**config.mk**
```make
export PLATFORM = sky130hd
export DESIGN_NAME = rf_wport_arbiter
export DESIGN_NICKNAME = d
export VERILOG_FILES = /design/src/rtl/rf_wport_arbiter.sv
export SDC_FILE = /design/constraint.sdc
export NUM_CORES = 1
export LEC_CHECK = 0
export BUFFER_PORTS_ARGS = -buffer_cell sky130_fd_sc_hd__buf_4
export CORE_ASPECT_RATIO = 1.75
export CORE_MARGIN = 1
export CORE_UTILIZATION = 30
export CTS_BUF_LIST = sky130_fd_sc_hd__clkbuf_4 sky130_fd_sc_hd__clkbuf_8 sky130_fd_sc_hd__clkbuf_16
export DETAILED_ROUTE_END_ITERATION = 6
export GPL_ROUTABILITY_DRIVEN = 0
export SYNTH_ARGS = -nofsm -noshare
export SYNTH_HDL_FRONTEND = slang
export SYNTH_SLANG_ARGS = --single-unit
```
**constraint.sdc**
```tcl
create_clock -name clk -period 3 [get_ports clk]
set_input_delay 0.15 -clock clk [delete_from_list [all_inputs] [get_ports clk]]
set_output_delay 0.15 -clock clk [all_outputs]
set_load 0.01 [all_outputs]
```
**src/rtl/rf_wport_arbiter.sv**
```systemverilog
`default_nettype none
// ============================================================================
//  Module   : rf_wport_arbiter
//  Purpose  : Arbitrates the single register-file write port between
//             in-order write-back retirements and a 2-entry FIFO of
//             long-latency aux results. WB has priority; a starvation
//             counter forces one aux slot after STARVE_LIMIT pass-overs.
//  Revision : 1.0  initial release
// ============================================================================
module rf_wport_arbiter #(
  parameter int unsigned STARVE_LIMIT = 4
) (
  input  logic        clk,
  input  logic        reset,
  input  logic        wb_valid,
  output logic        wb_ready,
  input  logic        wb_we,
  input  logic [4:0]  wb_waddr,
  input  logic [31:0] wb_wdata,
  input  logic [31:0] wb_pc,
  input  logic        aux_valid,
  output logic        aux_ready,
  input  logic [4:0]  aux_waddr,
  input  logic [31:0] aux_wdata,
  input  logic [31:0] aux_pc,
  output logic [37:0] rf_wport,
  output logic [31:0] debug_wb_pc,
  output logic [3:0]  debug_wb_rf_we,
  output logic [4:0]  debug_wb_rf_wnum,
  output logic [31:0] debug_wb_rf_wdata
);

  localparam logic [3:0] C_LIMIT = 4'(STARVE_LIMIT);

  typedef enum logic [0:0] {
    ST_NORMAL    = 1'b0,
    ST_FORCE_AUX = 1'b1
  } state_t;

  state_t      r_state;
  state_t      w_state_next;

  // FIFO entry layout: {waddr[68:64], wdata[63:32], pc[31:0]}
  logic [68:0] r_mem [2];
  logic [1:0]  r_count;
  logic        r_rd_ptr;
  logic        r_wr_ptr;

  logic [3:0]  r_starve;
  logic [3:0]  w_starve_next;

  logic        w_force;
  logic        w_fifo_nonempty;
  logic        w_push;
  logic        w_grant_wb;
  logic        w_grant_aux;
  logic [68:0] w_head;

  logic        r_we;
  logic [4:0]  r_waddr;
  logic [31:0] r_wdata;
  logic [31:0] r_pc;

  // Both ready signals come from registered state only.
  assign w_force         = (r_state == ST_FORCE_AUX);
  assign w_fifo_nonempty = (r_count != 2'd0);
  assign aux_ready       = (r_count != 2'd2);
  assign wb_ready        = ~w_force;
  assign w_push          = aux_valid & aux_ready;
  assign w_head          = r_mem[r_rd_ptr];

  // Grant mux: a forced slot always goes to aux; otherwise WB first.
  assign w_grant_wb  = wb_valid & ~w_force;
  assign w_grant_aux = w_fifo_nonempty & (w_force | ~wb_valid);

  // Starvation counter next value and FSM next state.
  always_comb begin
    w_starve_next = r_starve;
    w_state_next  = ST_NORMAL;
    if (!w_fifo_nonempty || w_grant_aux) begin
      w_starve_next = 4'd0;
    end else if (r_starve != C_LIMIT) begin
      w_starve_next = r_starve + 4'd1;
    end
    // The forced slot is the cycle in which the counter reads STARVE_LIMIT;
    // a counter that only grows while nothing is popped implies a
    // non-empty FIFO in that cycle.
    if ((r_state == ST_NORMAL) && (w_starve_next == C_LIMIT) && w_fifo_nonempty) begin
      w_state_next = ST_FORCE_AUX;
    end
  end

  // FSM state and starvation counter registers.
  always_ff @(posedge clk) begin
    if (reset) begin
      r_state  <= ST_NORMAL;
      r_starve <= 4'd0;
    end else begin
      r_state  <= w_state_next;
      r_starve <= w_starve_next;
    end
  end

  // FIFO occupancy and pointers; simultaneous push and pop keep the count.
  always_ff @(posedge clk) begin
    if (reset) begin
      r_count  <= 2'd0;
      r_rd_ptr <= 1'b0;
      r_wr_ptr <= 1'b0;
    end else begin
      if (w_push) begin
        r_wr_ptr <= ~r_wr_ptr;
      end
      if (w_grant_aux) begin
        r_rd_ptr <= ~r_rd_ptr;
      end
      case ({w_push, w_grant_aux})
        2'b10:   r_count <= r_count + 2'd1;
        2'b01:   r_count <= r_count - 2'd1;
        default: r_count <= r_count;
      endcase
    end
  end

  // FIFO storage; pointer reset makes stale contents unreachable.
  always_ff @(posedge clk) begin
    if (w_push) begin
      r_mem[r_wr_ptr] <= {aux_waddr, aux_wdata, aux_pc};
    end
  end

  // Output register: load the winner, or drop the write enable when idle.
  always_ff @(posedge clk) begin
    if (reset) begin
      r_we    <= 1'b0;
      r_waddr <= 5'd0;
      r_wdata <= 32'd0;
      r_pc    <= 32'd0;
    end else if (w_grant_wb) begin
      r_we    <= wb_we & (wb_waddr != 5'd0);
      r_waddr <= wb_waddr;
      r_wdata <= wb_wdata;
      r_pc    <= wb_pc;
    end else if (w_grant_aux) begin
      r_we    <= (w_head[68:64] != 5'd0);
      r_waddr <= w_head[68:64];
      r_wdata <= w_head[63:32];
      r_pc    <= w_head[31:0];
    end else begin
      r_we    <= 1'b0;
    end
  end

  assign rf_wport          = {r_we, r_waddr, r_wdata};
  assign debug_wb_pc       = r_pc;
  assign debug_wb_rf_we    = {4{r_we}};
  assign debug_wb_rf_wnum  = r_waddr;
  assign debug_wb_rf_wdata = r_wdata;

endmodule
`default_nettype wire
```
# After elaboration in Yosys (flattened, before gate mapping)
# Memory sizes are Yosys's and may differ from the RTL's. A register that Yosys moved wholly into a read port is not among the register bits.
# Cells that the tools add are included.
# word_totals
regBits	79
memories	1
output_inout_bits	113
ram_bits	138
inputBits	143
elab_cells	52
# op_classes
add_sub_neg	3
eq_ne	5
reduce_logical	9
bitwise_logic	9
mux	16
# memory_table
name	words	word_bits	rd	rd_clocked_by_memory_dff	write_ports	line_no	text
r_mem	2	69	1	1	1	44	logic [68:0] r_mem [2];
# ops
op	n
two-way mux 32 bit	4
two-way mux 5 bit	2
nonzero test 5 bit	2
two-way mux 4 bit	2
two-way mux 1 bit	7
nonzero test 2 bit	3
adder 4 x 1 -> 4 bit, second input constant	1
bitwise AND 1 bit	4
== test 4 x 3 -> 1 bit, second input constant	1
inequality test 4 x 3 -> 1 bit, second input constant	1
inverter 1 bit	4
one-hot mux 2 bit (2 select lines)	1
adder 2 x 1 -> 2 bit, second input constant	1
== test 2 x 1 -> 1 bit, second input constant	1
== test 2 bit, second input constant	1
logical AND 1 bit	2
inequality test 2 bit, second input constant	1
subtractor 2 x 1 -> 2 bit, second input constant	1
logical NOT 1 bit	1
logical OR 1 bit	1
bitwise OR 1 bit	1

# Logic depth before layout (Yosys ltp)
# logic_depth
ltp_word	9
depth_mapped	7
mapped_depth_nobuf	6

# Worst setup path after synthesis
# Ideal clock, no wire load.
# synth_timing
path_kind	register to register
start	register r_count[0]
end	memory r_mem[1][0] (enable)
setup_ns	0.435
path_slack_ns	0.160
path_buffers	1
t_required_ns	2.565
t_arrival_ns	2.405
stages_incl_launch_ff	4
synth_period_minus_slack_ns	2.840
path_cell_list	dfxtp_1 > buf_2 > nand2b_1 > and3_1
# synth_via
elab_chain_len	4
# synth_rtl
element	line_no	text
start, declared	45	logic [1:0] r_count;
start signal, assigned	118	2'b10: r_count <= r_count + 2'd1;
start signal, assigned	119	2'b01: r_count <= r_count - 2'd1;
start signal, assigned	120	default: r_count <= r_count;
inequality test 2 bit	67	assign aux_ready = (r_count != 2'd2);
via aux_ready	22	output logic aux_ready,
bitwise AND 1 bit	69	assign w_push = aux_valid & aux_ready;
two-way mux 1 bit	127	if (w_push) begin
two-way mux 1 bit (not written as such)	128	r_mem[r_wr_ptr] <= {aux_waddr, aux_wdata, aux_pc};
end, declared	44	
# The timed path passes the listed nets, and every way through them passes these cells.

# Final worst setup path
# layout_timing
start	register r_count[0]
end	memory r_mem[0][16] (enable)
# layout_via
elab_chain_len	4
# layout_rtl
element	line_no
inequality test 2 bit	67
bitwise AND 1 bit	69
two-way mux 1 bit	127
two-way mux 1 bit (not written as such)	128
# Every way passes these cells.

==> insert_results.sql <==
INSERT INTO impl_metrics (metric_group, metric, value, unit) VALUES
('outcome', 'run_status', 'completed', ''),
('global_routing', 'grt_overflow_total', '0', ''),
('clock_network', 'clock_tree.htree_level_count', '1', ''),
('global_routing', 'met2_usage', '30.2', '%'),
('critical_path', 'end_kind', 'flip-flop', ''),
('sta', 'timing.final.setup_violations', '0', ''),
('drt', 'first_pass_iters', '4', ''),
('power_and_ir_drop', 'combinational_cell_fraction_of_total_power', '32.0', '%'),
('sta', 'timing_worst_slew_pin_value', '0.994', 'ns'),
('finish', 'finish.net_count', '1124', ''),
('power_and_ir_drop', 'max-vdd-ir-drop', '0.385', 'mV'),
('global_routing', 'gr-usage-all-layers', '15.7', '%'),
('power_and_ir_drop', 'p_leak', '0.00505', 'µW'),
('finish', 'fill_cells', '2545', ''),
('floorplanning', 'placementRows', '81', ''),
('place', 'hpwl', '14900', 'µm'),
('critical_path', 'worst_ep_required_time', '3.12', 'ns'),
('critical_path', 'crit_buf_inv', '2', ''),
('yosys', 'synth.most_common_cell', 'sky130_fd_sc_hd__edfxtp_1', ''),
('yosys', 'synth_top_area_share', '48.1', '%'),
('yosys', 'synth.avg_cell_area', '13.5', 'µm²'),
('drt', 'routed_via_density', '4.63', ''),
('yosys', 'total_number_of_yosys_warnings', '0', ''),
('sta', 'unrepaired_setup_endpoints_after_global_routing', 'false', ''),
('clock_network', 'cts_inserted_buffers', '22', ''),
('clock_network', 'cts.repair.resized', '0', ''),
('drt', 'detailedRoute.firstIterationViolations', '269', ''),
('critical_path', 'worst-endpoint-arrival', '2.33', 'ns'),
('critical_path', 'worstPathMaxFanout', '69', ''),
('drt', 'final_routed_drc_violation_total', '0', ''),
('sta', 'timing.clock.skew', '0.0182', 'ns'),
('power_and_ir_drop', 'clock_network_fraction_of_total_power', '27.8', '%'),
('sta', 'final_hold_violating_endpoints', '0', ''),
('sta', 'final_period_util', '73.5', '%'),
('clock_network', 'cts_tree', 'built', ''),
('yosys', 'synth_edf_count', '138', ''),
('yosys', 'synth-seq-cells', '218', ''),
('yosys', 'post_synth_num_cell_types', '34', ''),
('critical_path', 'worstPathCellList', 'nand2b_1 -> nand3b_1 -> clkinv_2 -> buf_4', ''),
('critical_path', 'crit_start', 'r_count[0]', ''),
('yosys', 'postSynthCellCount', '637', ''),
('floorplanning', 'design.portCount', '256', ''),
('global_routing', 'global_route.usage.met1', '16.9', '%'),
('clock_network', 'clk_path_buf_depth', '3', ''),
('critical_path', 'critical_path.top_delay_family', 'buffers and inverters', ''),
('place', 'place.port_buffers', '255', ''),
('worst_hold_path', 'worst_hold_check_path_type', 'in -> reg', ''),
('yosys', 'synthTopCellsByCount', 'sky130_fd_sc_hd__edfxtp_1, sky130_fd_sc_hd__dfxtp_1, sky130_fd_sc_hd__a21oi_1', ''),
('power_and_ir_drop', 'p_int', '7090', 'µW'),
('critical_path', 'start_kind', 'flip-flop', ''),
('power_and_ir_drop', 'total_power', '10400', 'µW'),
('yosys', 'synth-seq-area-share', '66.7', '%'),
('worst_hold_path', 'timing.hold.worst_endpoint', 'r_starve[3]', ''),
('critical_path', 'timing.critical_path.slowest_stage_cell', 'sky130_fd_sc_hd__buf_4', ''),
('power_and_ir_drop', 'seq_power_share', '40.2', '%'),
('worst_hold_path', 'hold_path_startpoint', 'wb_valid', ''),
('sta', 'maxClockFrequency', '453', 'MHz'),
('critical_path', 'ff2ff_path_depth', '4', ''),
('sta', 'timing_max_transition_violations_final', '0', ''),
('global_routing', 'antenna_violations_before_repair', '0', ''),
('power_and_ir_drop', 'p_switching', '3290', 'µW'),
('clock_network', 'clkLatencyLatePin', '0.52', 'ns'),
('floorplanning', 'core_region_area', '28100', 'µm²'),
('job', 'timing.max_cap.violations', '0', ''),
('drt', 'ant_nets', '0', ''),
('clock_network', 'clock-sinks', '218', ''),
('global_routing', 'first_pass_grt_wire_length', '35100', 'µm'),
('critical_path', 'rr_endpoint', 'r_mem[0][16]', ''),
('critical_path', 'rrSetupSlack', '0.79', 'ns'),
('yosys', 'post-synth-top-area-cell', 'sky130_fd_sc_hd__edfxtp_1', ''),
('clock_network', 'path_clk_slew', '0.06', 'ns');
## state kept, by name (all words and copies together), names as in the netlist, named ones only
name,cells
r_mem,138
r_count,2
debug_wb_rf_wdata,32
r_rd_ptr,1
r_wr_ptr,1
debug_wb_pc,32
debug_wb_rf_wnum,5
r_state,1
r_we,1
r_starve,4
## stage by stage
stage               utilization, %  hold WS [ns]  setup slack [ns]  instance area [µm²]  std cells
floorplan                        -         0.249             0.160                 8620        637
global placement              37.9         0.336             0.827                10600       1186
detailed placement            37.9         0.338             0.790                10600       1186
CTS                           45.6        0.0835             0.775                12800       1367
global route                  45.6         0.113             0.694                12800       1367
finish                        45.7         0.111             0.794                12800       1368
## power groups by stage
stage	Combinational (µW)	Sequential (µW)	Clock (µW)
floorplan	2120	4130	0
global route	3660	4230	3070
finish	3320	4170	2880
global placement	3160	4220	0
detailed placement	3190	4240	0
CTS	3360	4180	2970
## cell usage in the layout, fill, tap and decap left out, types with 3 or more instances in the layout
| cell type | count |
|---|---|
| sky130_fd_sc_hd__nor3_1 | 70 |
| sky130_fd_sc_hd__or3_1 | 3 |
| sky130_fd_sc_hd__nand2_1 | 3 |
| sky130_fd_sc_hd__buf_12 | 5 |
| sky130_fd_sc_hd__edfxtp_1 | 138 |
| sky130_fd_sc_hd__clkbuf_16 | 23 |
| sky130_fd_sc_hd__buf_4 | 261 |
| sky130_fd_sc_hd__dlygate4sd3_1 | 141 |
| sky130_fd_sc_hd__a21oi_1 | 73 |
| sky130_fd_sc_hd__nor2b_1 | 3 |
| sky130_fd_sc_hd__dfxtp_1 | 77 |
| sky130_fd_sc_hd__bufinv_16 | 3 |
| sky130_fd_sc_hd__clkbuf_4 | 3 |
| sky130_fd_sc_hd__clkinv_2 | 5 |
| sky130_fd_sc_hd__mux2i_1 | 69 |
| sky130_fd_sc_hd__a22o_1 | 69 |
| sky130_fd_sc_hd__ha_1 | 3 |
| sky130_fd_sc_hd__nor2_1 | 6 |
| sky130_fd_sc_hd__inv_1 | 4 |
## what timing repair did
action / CTS / global route
setup endpoints to repair: 0 / 0
endpoints found under the hold margin: 213 / 0
buffers inserted: 0 / 0
hold buffers: 141 / 0
## worst min-delay path: stages
cell and delay (ns):
sky130_fd_sc_hd__buf_4 0.12, sky130_fd_sc_hd__nor3b_4 0.17, sky130_fd_sc_hd__nand2_1 0.09, sky130_fd_sc_hd__nor2b_1 0.04
## cell families after synthesis
family | share of synthesized area, %
flip-flops | 66.7
AO/OA/AOI/OAI | 11.9
AND/OR/NAND/NOR | 6.08
buffers and inverters | 6.50
multiplexers | 8.14
XOR/XNOR | 0.305
adder cells (fa/ha/maj) | 0.436
## layer usage
layer | vias up | part of all wire, % | wire length [µm]
li1 | 3061 | - | -
met1 | 3050 | 37 | 8780
met2 | 191 | 56 | 13200
met3 | 32 | 4.7 | 1120
met4 | 0 | 2.4 | 575
met5 | - | 0 | 0
## final cells by class
| class | instances | area (µm²) | share of cell area [%] |
|---|---|---|---|
| Clock inverter | 13 | 160 | 1.25 |
| Sequential cell | 218 | 5750 | 44.9 |
| Timing Repair Buffer | 407 | 3470 | 27.1 |
| Tap cell | 373 | 467 | 3.64 |
| Clock buffer | 27 | 612 | 4.77 |
| Inverter | 5 | 20.0 | 0.156 |
| Antenna cell | 1 | 2.50 | 0.0195 |
| Multi-Input combinational cell | 324 | 2330 | 18.2 |
## worst max-delay path by stage
stage                               to  slack [ns]  cells after the start
after global routing      r_mem[0][67]        0.69                      4
after detailed placement   r_mem[0][6]        0.79                      4
after CTS                 r_mem[0][27]        0.77                      4
final                     r_mem[0][16]        0.79                      4
after global placement     r_mem[0][4]        0.83                      4
after floorplan            r_mem[1][0]        0.16                      3
Note: power is estimated with default switching activity, not from simulation.
